[src/rtl/placement_pkg.sv]
// Shared definitions for the placement checker: FSM encoding, error codes
// and sentinel values used by the memories.
package placement_pkg;

  typedef enum logic [3:0] {
    IDLE,
    EDGE,
    POSA,
    POSB,
    GRIDA,
    GRIDB,
    ACCUM,
    FIN,
    WAIT
  } state_e;

  localparam logic [1:0] ERR_OK       = 2'd0;
  localparam logic [1:0] ERR_UNPLACED = 2'd1;
  localparam logic [1:0] ERR_RANGE    = 2'd2;
  localparam logic [1:0] ERR_GRID     = 2'd3;

  localparam int EMPTY_CELL  = -1;
  localparam int UNPLACED_X  = -1;

  function automatic logic signed [31:0] abs32(input logic signed [31:0] v);
    return (v < 0) ? -v : v;
  endfunction

endpackage

[src/rtl/placement_dist.sv]
// Combinational Manhattan distance terms for one edge: the plain wirelength
// term and the term for a fabric whose links span two PEs per hop.
module placement_dist
  import placement_pkg::*;
#(
  parameter int coord_width = 5
) (
  input  logic signed [coord_width-1:0] ax_i,
  input  logic signed [coord_width-1:0] ay_i,
  input  logic signed [coord_width-1:0] bx_i,
  input  logic signed [coord_width-1:0] by_i,
  output logic signed [31:0]            cost_term_o,
  output logic signed [31:0]            hop_term_o
);

  logic signed [31:0] axExt, ayExt, bxExt, byExt;
  logic signed [31:0] absDx, absDy;

  assign axExt = {{(32-coord_width){ax_i[coord_width-1]}}, ax_i};
  assign ayExt = {{(32-coord_width){ay_i[coord_width-1]}}, ay_i};
  assign bxExt = {{(32-coord_width){bx_i[coord_width-1]}}, bx_i};
  assign byExt = {{(32-coord_width){by_i[coord_width-1]}}, by_i};

  assign absDx = abs32(axExt - bxExt);
  assign absDy = abs32(ayExt - byExt);

  // Both distances are non-negative, so (d+1)>>>1 is ceil(d/2).
  assign cost_term_o = absDx + absDy - 32'sd1;
  assign hop_term_o  = ((absDx + 32'sd1) >>> 1) + ((absDy + 32'sd1) >>> 1) - 32'sd1;

endmodule

[config.mk]
export PLATFORM = sky130hd
export DESIGN_NAME = placement_dist
export DESIGN_NICKNAME = d
export VERILOG_FILES = /design/src/rtl/placement_pkg.sv /design/src/rtl/placement_dist.sv
export SDC_FILE = /design/constraint.sdc
export NUM_CORES = 1
export LEC_CHECK = 0
export CAP_MARGIN = 20
export CORE_MARGIN = 3
export CORE_UTILIZATION = 38
export DETAILED_ROUTE_END_ITERATION = 6
export SYNTH_ARGS = -nofsm -noshare
export SYNTH_HDL_FRONTEND = slang
export SYNTH_SLANG_ARGS = --single-unit
[constraint.sdc]
create_clock -name vclk -period 10.1
set_input_delay 1.515 -clock vclk [all_inputs]
set_output_delay 1.515 -clock vclk [all_outputs]
set_load 0.005 [all_outputs]
After elaboration in Yosys (flattened, before gate mapping) --
Index checks and enable logic that the tools add are counted.
Storage, ports and cells: register bits 0, bits of input ports 20, output and inout bits 64, logic and storage cells 14
Cells by class: add/sub/neg operators 10, order comparisons 2, mux-type cells 2
Operators by type and width (count):
- $add 32x2->32 const B | 2
- $mux 32 | 2
- $neg 6->32 | 2
- $sub 32x2->32 const B | 2
- $add 31x31->32 | 1
- $add 32x32->32 | 1
- $lt 6x1->1 const B | 2
- $sub 5x5->6 | 2

Logic depth before layout (Yosys ltp) --
Gate-level depths: netlist of run 1.
depth in word-level cells 6, gate-level depth with buffers 23

Worst setup path before layout of run 1 --
Ideal clock, no wire load.
path type input to output, start point input ay_i[0], end point output hop_term_o[19], arrival 5.631 ns, path slack 2.954 ns, stages 22, cell sequence inv_1 ha_1 inv_1 fa_1 inv_1 ha_1 or2_2 o22a_1 o32ai_1 nand2_1 o21a_1 ha_1 inv_1 ha_1 o21a_1 o31a_1 o31a_1 o21ai_2 o21bai_1 a21oi_1 o21bai_1 xor2_1
On the way: cells in the longest elaborated chain, start to end 6, elaborated cells on any way between the ends 7, classes of those cells 5 x add/sub; 1 x order compare; 1 x mux
Ends and longest elaborated chain:
- start: declaration | RTL line placement_dist.sv:9 | input logic signed [coord_width-1:0] ay_i,
- $sub 5x5->6 (*) | RTL line placement_dist.sv:25 | assign absDy = abs32(ayExt - byExt);
- $neg 6->32 or $lt 6x1->1 (tied branches) | RTL line placement_pkg.sv:26 | return (v < 0) ? -v : v;
- $mux 32 (*) | RTL line placement_pkg.sv:26
- $add 32x2->32 (*) | RTL line placement_dist.sv:29 | assign hop_term_o = ((absDx + 32'sd1) >>> 1) + ((absDy + 32'sd1) >>> 1) - 32'sd1;
- $add 31x31->32 (*) | RTL line placement_dist.sv:29
- $sub 32x2->32 (*) | RTL line placement_dist.sv:29
- end: declaration | RTL line placement_dist.sv:13 | output logic signed [31:0] hop_term_o
Mark *: on every way between the ends. The rest lies on a longest branch, timed or not.

Worst setup path after layout of run 1 --
start point input by_i[1], end point output hop_term_o[19]
On the way: cells in the longest elaborated chain, start to end 6, elaborated cells on any way between the ends 7, classes of those cells 5 x add/sub; 1 x order compare; 1 x mux
Ends and longest elaborated chain:
- start: declaration | RTL line placement_dist.sv:11 | input logic signed [coord_width-1:0] by_i,
- $sub 5x5->6 (*) | RTL line placement_dist.sv:25
- $neg 6->32 or $lt 6x1->1 (tied branches) | RTL line placement_pkg.sv:26
- $mux 32 (*) | RTL line placement_pkg.sv:26
- $add 32x2->32 (*) | RTL line placement_dist.sv:29
- $add 31x31->32 (*) | RTL line placement_dist.sv:29
- $sub 32x2->32 (*) | RTL line placement_dist.sv:29
Marks and branches as above.

==> results of run 1 <==
## area by class of cell
type	instances	share of cell area (%)
Timing Repair Buffer	84	13.40
Multi-Input combinational cell	640	74.20
Tap cell	172	3.430
Inverter	150	8.973
## power by group
part / internal [mW] / leakage (nW) / switching (mW)
Combinational: 0.545 / 3.59 / 0.461
Sequential: 0 / 0 / 0
Clock: 0 / 0 / 0
## cells by family (layout without fill, tap and decap cells)
logic type / Yosys count / after routing / share of synthesized area [%]
buffers and inverters: 158 / 234 / 12.37
and+or+nand+nor: 159 / 159 / 16.02
xor gates and xnor gates: 65 / 65 / 11.81
AOI/OAI and AO/OA: 194 / 194 / 25.63
other: 2 / 90 / 0.1521
muxes: 1 / 1 / 0.2028
adders and majority gates: 131 / 131 / 33.81
## placed cells by master, fill, tap and decap left out, drive strengths merged, types with 2 or more instances in the layout
cell	n
o31ai	4
fa	4
nor3	12
and3	7
a31oi	8
nand2	38
inv	150
a21o	26
xor2	22
o21a	9
nor2b	11
ha	127
o31a	6
o211a	2
nand2b	8
o311ai	2
nand4	3
o21bai	7
a311oi	2
nor4	2
a21boi	2
or2	5
nand3	17
clkdlybuf4s50	84
and2	2
o2111ai	2
nor3b	2
xnor2	42
o211ai	5
or3	4
conb	90
a21oi	70
nand3b	3
a211oi	4
nor2	42
o21ai	35
## worst max path at each step
stage	from	end	slack [ps]	depth (start not counted)
global route	by_i[1]	hop_term_o[19]	1100	25
detailed placement	by_i[1]	hop_term_o[19]	1630	25
global placement	by_i[1]	hop_term_o[21]	1670	25
finish	by_i[1]	hop_term_o[19]	1600	25
CTS	by_i[1]	hop_term_o[19]	1610	25
floorplan	ay_i[0]	hop_term_o[19]	2950	22
## per-layer routing
metal	track usage [%]	vias up	wire [um]
met5	0	-	0
met2	25.64	92	4762
li1	-	2669	-
met1	19.63	2120	5132
met3	0.8483	4	447
met4	0.6442	0	42
==> metrics.cfg, run 1 <==
[synthesis]
ys_top_cells_by_count = inv_1 (150), ha_1 (127), a21oi_1 (69)
syn_inst = 710
syn_avg_cell_area_sq_um = 6.952
ys_types = 66
synth_area_leader_cell = ha_1
synth.area.top_cells = ha_1 (32%), inv_1 (11%), xnor2_1 (7.5%)
syn-cell-area_sq_mm = 0.004936
yosysTopAreaCellShare_pct = 32.19
ys_seq_area_share_pct = 0
yosysMostFrequentCell = inv_1
synth_warnings = 0

[place]
pre_cts_slack_ps = 1627
place.gp.congestion = 0.8966
numPortBuffers = 84
dp_hpwl_mm = 9.240
dp_cells = 1046
placed_area_sq_mm = 0.006275

[floorplanning]
core_sq_mm = 0.01267
die_area_sq_mm = 0.01439
rows = 41
start_util_pct = 38.96
die_h_um = 120.0
ios = 84
die_w_um = 120.0

[route]
via_per_inst = 4.670
drtPass1Iterations = 6
ant_nets = 0
drt-initial-drc-count = 205
totalWireLength_mm = 10.39
wl_per_cell_um = 9.928
vias = 4885
drc = 0

[grt]
gr-total-overflow = 0
antenna_found_initial = 0
grt_pass1_vias = 4396
grt_max_degree = 13
grt_usage_pct = 14.24
grt_pass1_wl_mm = 18.26

[layout]
seq_cell_count = 0
nets = 1027
area_delta_synth_final_pct = 27.12
diodes = 0
final_area_sq_mm = 0.006275
fin_cells = 1046
drive_gt1_share_pct = 2.059
fillers = 1339
utilization_pct = 49.52
n_clock_buffer = 0
seq_area_sq_um = 0
multi_input_area_sq_mm = 0.004656

[power]
leakage_nw = 3.585
powerDensity_mw_per_mm2 = 160.4
power_mw = 1.007
vdd_ir_drop_max_v = 0.0002937

[sta]
whs_ps = 4261
setup_tns_ps = 0
finalSetupViolations = 0
max_freq_mhz = 117.7
maxSlewViolCount = 0
hold_violations = 0
rsz0062_at_grt = false
tightest_slew_ps = 655.3
finalWorstSetupSlack_ps = 1603
fin_crit_ps = 8497
period_share_pct = 84.13
relSlewSlack_pct = 56.11

[critical_path]
cp.required_ps = 8590
cp.buffers_inverters = 6
slowest_stage = a31oi_1
cp-start-kind = primary input
critPathCaptureType = primary output
arrival_ps = 6980
slowest_delay_ps = 560
path_delay_family = compound AO/OA/AOI/OAI gates
worstSetupPathType = primary input to primary output
cp_max_fo = 8

[clock_network]
hold_buffers = 0
cts-resized-gates = 0
cts_setup_buffers = 0

[flow_run]
maxCapViolations = 0

[run_status]
outcome = complete, no violations

[worst_hold_path]
hp-class = primary input to primary output
holdPathStages = 6
min-delay-start = ax_i[0]
hold-path-endpoint = cost_term_o[0]

(Power assumes the default switching activity.)
==> run 2: changes to the inputs <==
==> constraint.sdc (replaced) <==
create_clock -name vclk -period 7.5
set_input_delay 1.125 -clock vclk [all_inputs]
set_output_delay 1.125 -clock vclk [all_outputs]
set_load 0.005 [all_outputs]
==> metrics.cfg, run 2 (synthesis gave the netlist of run 1 again) <==
[layout]
fin_cells = 1059  ; was 1046
final_cell_mix = inv_1 (150), ha_1 (127), conb_1 (90)  ; unchanged
area_delta_synth_final_pct = 31.63  ; was 27.12%
fillers = 1297  ; was 1339
diodes = 0  ; unchanged
utilization_pct = 51.28  ; was 49.52%
n_clock_buffer = 0  ; unchanged
seq_area_sq_um = 0  ; unchanged
seq_cell_count = 0  ; unchanged
final_area_sq_mm = 0.006497  ; was 0.006275 sq mm
layout_commonest_cell = inv_1  ; unchanged
nets = 1040  ; was 1027
drive_gt1_share_pct = 5.073  ; was 2.059%

[power]
powerDensity_mw_per_mm2 = 217.5  ; was 160.4 mW/mm^2
comb_power_share_pct = 100.0  ; about the same
sw_frac_of_total_pct = 45.82  ; about the same
pwr-share-seq_pct = 0  ; about the same
vdd_ir_drop_max_v = 0.0004789  ; was 0.0002937 V
p_int_mw = 0.7655  ; was 0.5454 mW
power.switching_mw = 0.6475  ; was 0.4613 mW
power_mw = 1.413  ; was 1.007 mW
leakage_nw = 3.740  ; was 3.585 nW
power.share.clock_pct = 0  ; about the same

[route]
drtPass1Iterations = 4  ; was 6
drt-initial-drc-count = 226  ; was 205
wl_per_cell_um = 10.17  ; was 9.928 um
totalWireLength_mm = 10.77  ; was 10.39 mm
via_per_inst = 4.645  ; was 4.670
vias = 4919  ; was 4885
drc = 0  ; unchanged
ant_nets = 0  ; unchanged

[sta]
hold_violations = 0  ; unchanged
whs_ps = 3481  ; was 4261 ps
max_freq_mhz = 137.0
setup_tns_ps = 0  ; unchanged
maxSlewViolCount = 0  ; unchanged
finalWorstSetupSlack_ps = 201.1  ; was 1603 ps
finalSetupViolations = 0  ; unchanged
period_share_pct = 97.32
rsz0062_at_grt = true  ; was false
fin_crit_ps = 7299

[place]
place.gp.congestion = 0.9025  ; was 0.8966
numPortBuffers = 84  ; unchanged
dp_hpwl_mm = 9.318  ; was 9.240 mm
dp_cells = 1055  ; was 1046
placed_area_sq_mm = 0.006342  ; was 0.006275 sq mm
pre_cts_slack_ps = 101.3  ; was 1627 ps

[grt]
grt.busiest_layer = met2  ; unchanged
grt_util_met2_pct = 25.85  ; was 25.64%
use_met1_pct = 20.48  ; was 19.63%
grt_pass1_vias = 4598  ; was 4396
grt_usage_pct = 14.62  ; was 14.24%
grt_pass1_wl_mm = 18.97  ; was 18.26 mm
grt_max_degree = 13  ; unchanged
gr-total-overflow = 0  ; unchanged
globalRouteMet3Util_pct = 1.037  ; was 0.8483%
antenna_found_initial = 0  ; unchanged

[floorplanning]
die_w_um = 120.0  ; unchanged
ios = 84  ; unchanged
start_util_pct = 38.96  ; unchanged
core_sq_mm = 0.01267  ; unchanged
die_h_um = 120.0  ; unchanged
die_area_sq_mm = 0.01439  ; unchanged
rows = 41  ; unchanged

[critical_path]
critPathCaptureType = primary output  ; unchanged
cp_max_fo = 4  ; was 8
worstSetupPathType = primary input to primary output  ; unchanged
arrival_ps = 6170  ; was 6980 ps
cp.required_ps = 6380  ; was 8590 ps
cp-start-kind = primary input  ; unchanged

[flow_run]
maxCapViolations = 0  ; unchanged

[run_status]
outcome = complete, no violations  ; unchanged

[worst_hold_path]
holdPathStages = 6  ; unchanged
hold-path-endpoint = cost_term_o[0]  ; unchanged
min-delay-start = ax_i[0]  ; unchanged
hp-class = primary input to primary output  ; unchanged

## run 2: per-layer routing
metal	routed length [um]	part of all wire, %	up-vias
met5	0	0	-
met2	4928	46	65
met1	5465	51	2150
li1	-	-	2696
met4	68	0.63	0
met3	306	2.8	8
## run 2: power by group through the flow
| stage | clock [mW] | sequential (mW) | combinational, mW |
|---|---|---|---|
| floorplan | 0 | 0 | 0.799 |
| global placement | 0 | 0 | 1.35 |
| detailed placement | 0 | 0 | 1.33 |
| CTS | 0 | 0 | 1.35 |
| global route | 0 | 0 | 1.59 |
| finish | 0 | 0 | 1.41 |
## run 2: cell type report
cell class         count  area, sq um  area share, %
inverters            150        563.0          8.666
repair buffers        97        958.4          14.75
well taps            172        215.2          3.312
multi-input cells    640         4761          73.27
## run 2: critical path, cell delays in order
cell	delay, ps
clkdlybuf4s50_1	450
ha_1	150
inv_1	60
fa_1	550
inv_1	80
ha_1	210
or2_2	290
o22a_1	230
o32ai_2	230
nand2_1	100
o21a_1	180
ha_1	270
inv_1	40
ha_1	300
buf_4	150
nand3_1	70
nor2_1	60
o21ai_2	180
a21oi_2	90
o2111ai_2	280
a21boi_2	120
or3_1	390
nand3_1	90
clkdlybuf4s50_1	500
## run 2: worst max path at each step
| stage | start | to | slack (ps) | depth (start not counted) |
|---|---|---|---|---|
| CTS | by_i[0] | hop_term_o[25] | 80 | 23 |
| detailed placement | by_i[0] | hop_term_o[30] | 100 | 24 |
| global placement | by_i[0] | hop_term_o[25] | 120 | 23 |
| global route | ay_i[0] | hop_term_o[30] | -140 | 25 |
| finish | by_i[0] | hop_term_o[30] | 200 | 24 |
| floorplan | ay_i[0] | hop_term_o[19] | 1130 | 22 |
## run 2: timing repair
| item | 4_1_cts | 5_1_grt |
|---|---|---|
| hold buffers | 0 | 0 |
| endpoints found under the setup margin | 0 | 22 |
| resized for setup | 0 | 26 |
| buffers inserted | 0 | 4 |
==> run 3: changes to the inputs <==
--- a/config.mk
+++ b/config.mk
@@ -9,6 +9,7 @@
 export CORE_MARGIN = 3
 export CORE_UTILIZATION = 38
 export DETAILED_ROUTE_END_ITERATION = 6
+export GPL_ROUTABILITY_DRIVEN = 0
 export SYNTH_ARGS = -nofsm -noshare
 export SYNTH_HDL_FRONTEND = slang
 export SYNTH_SLANG_ARGS = --single-unit
==> results of run 3 <==
Same layout as run 2: the final DEF is identical, and so are final timing and power.
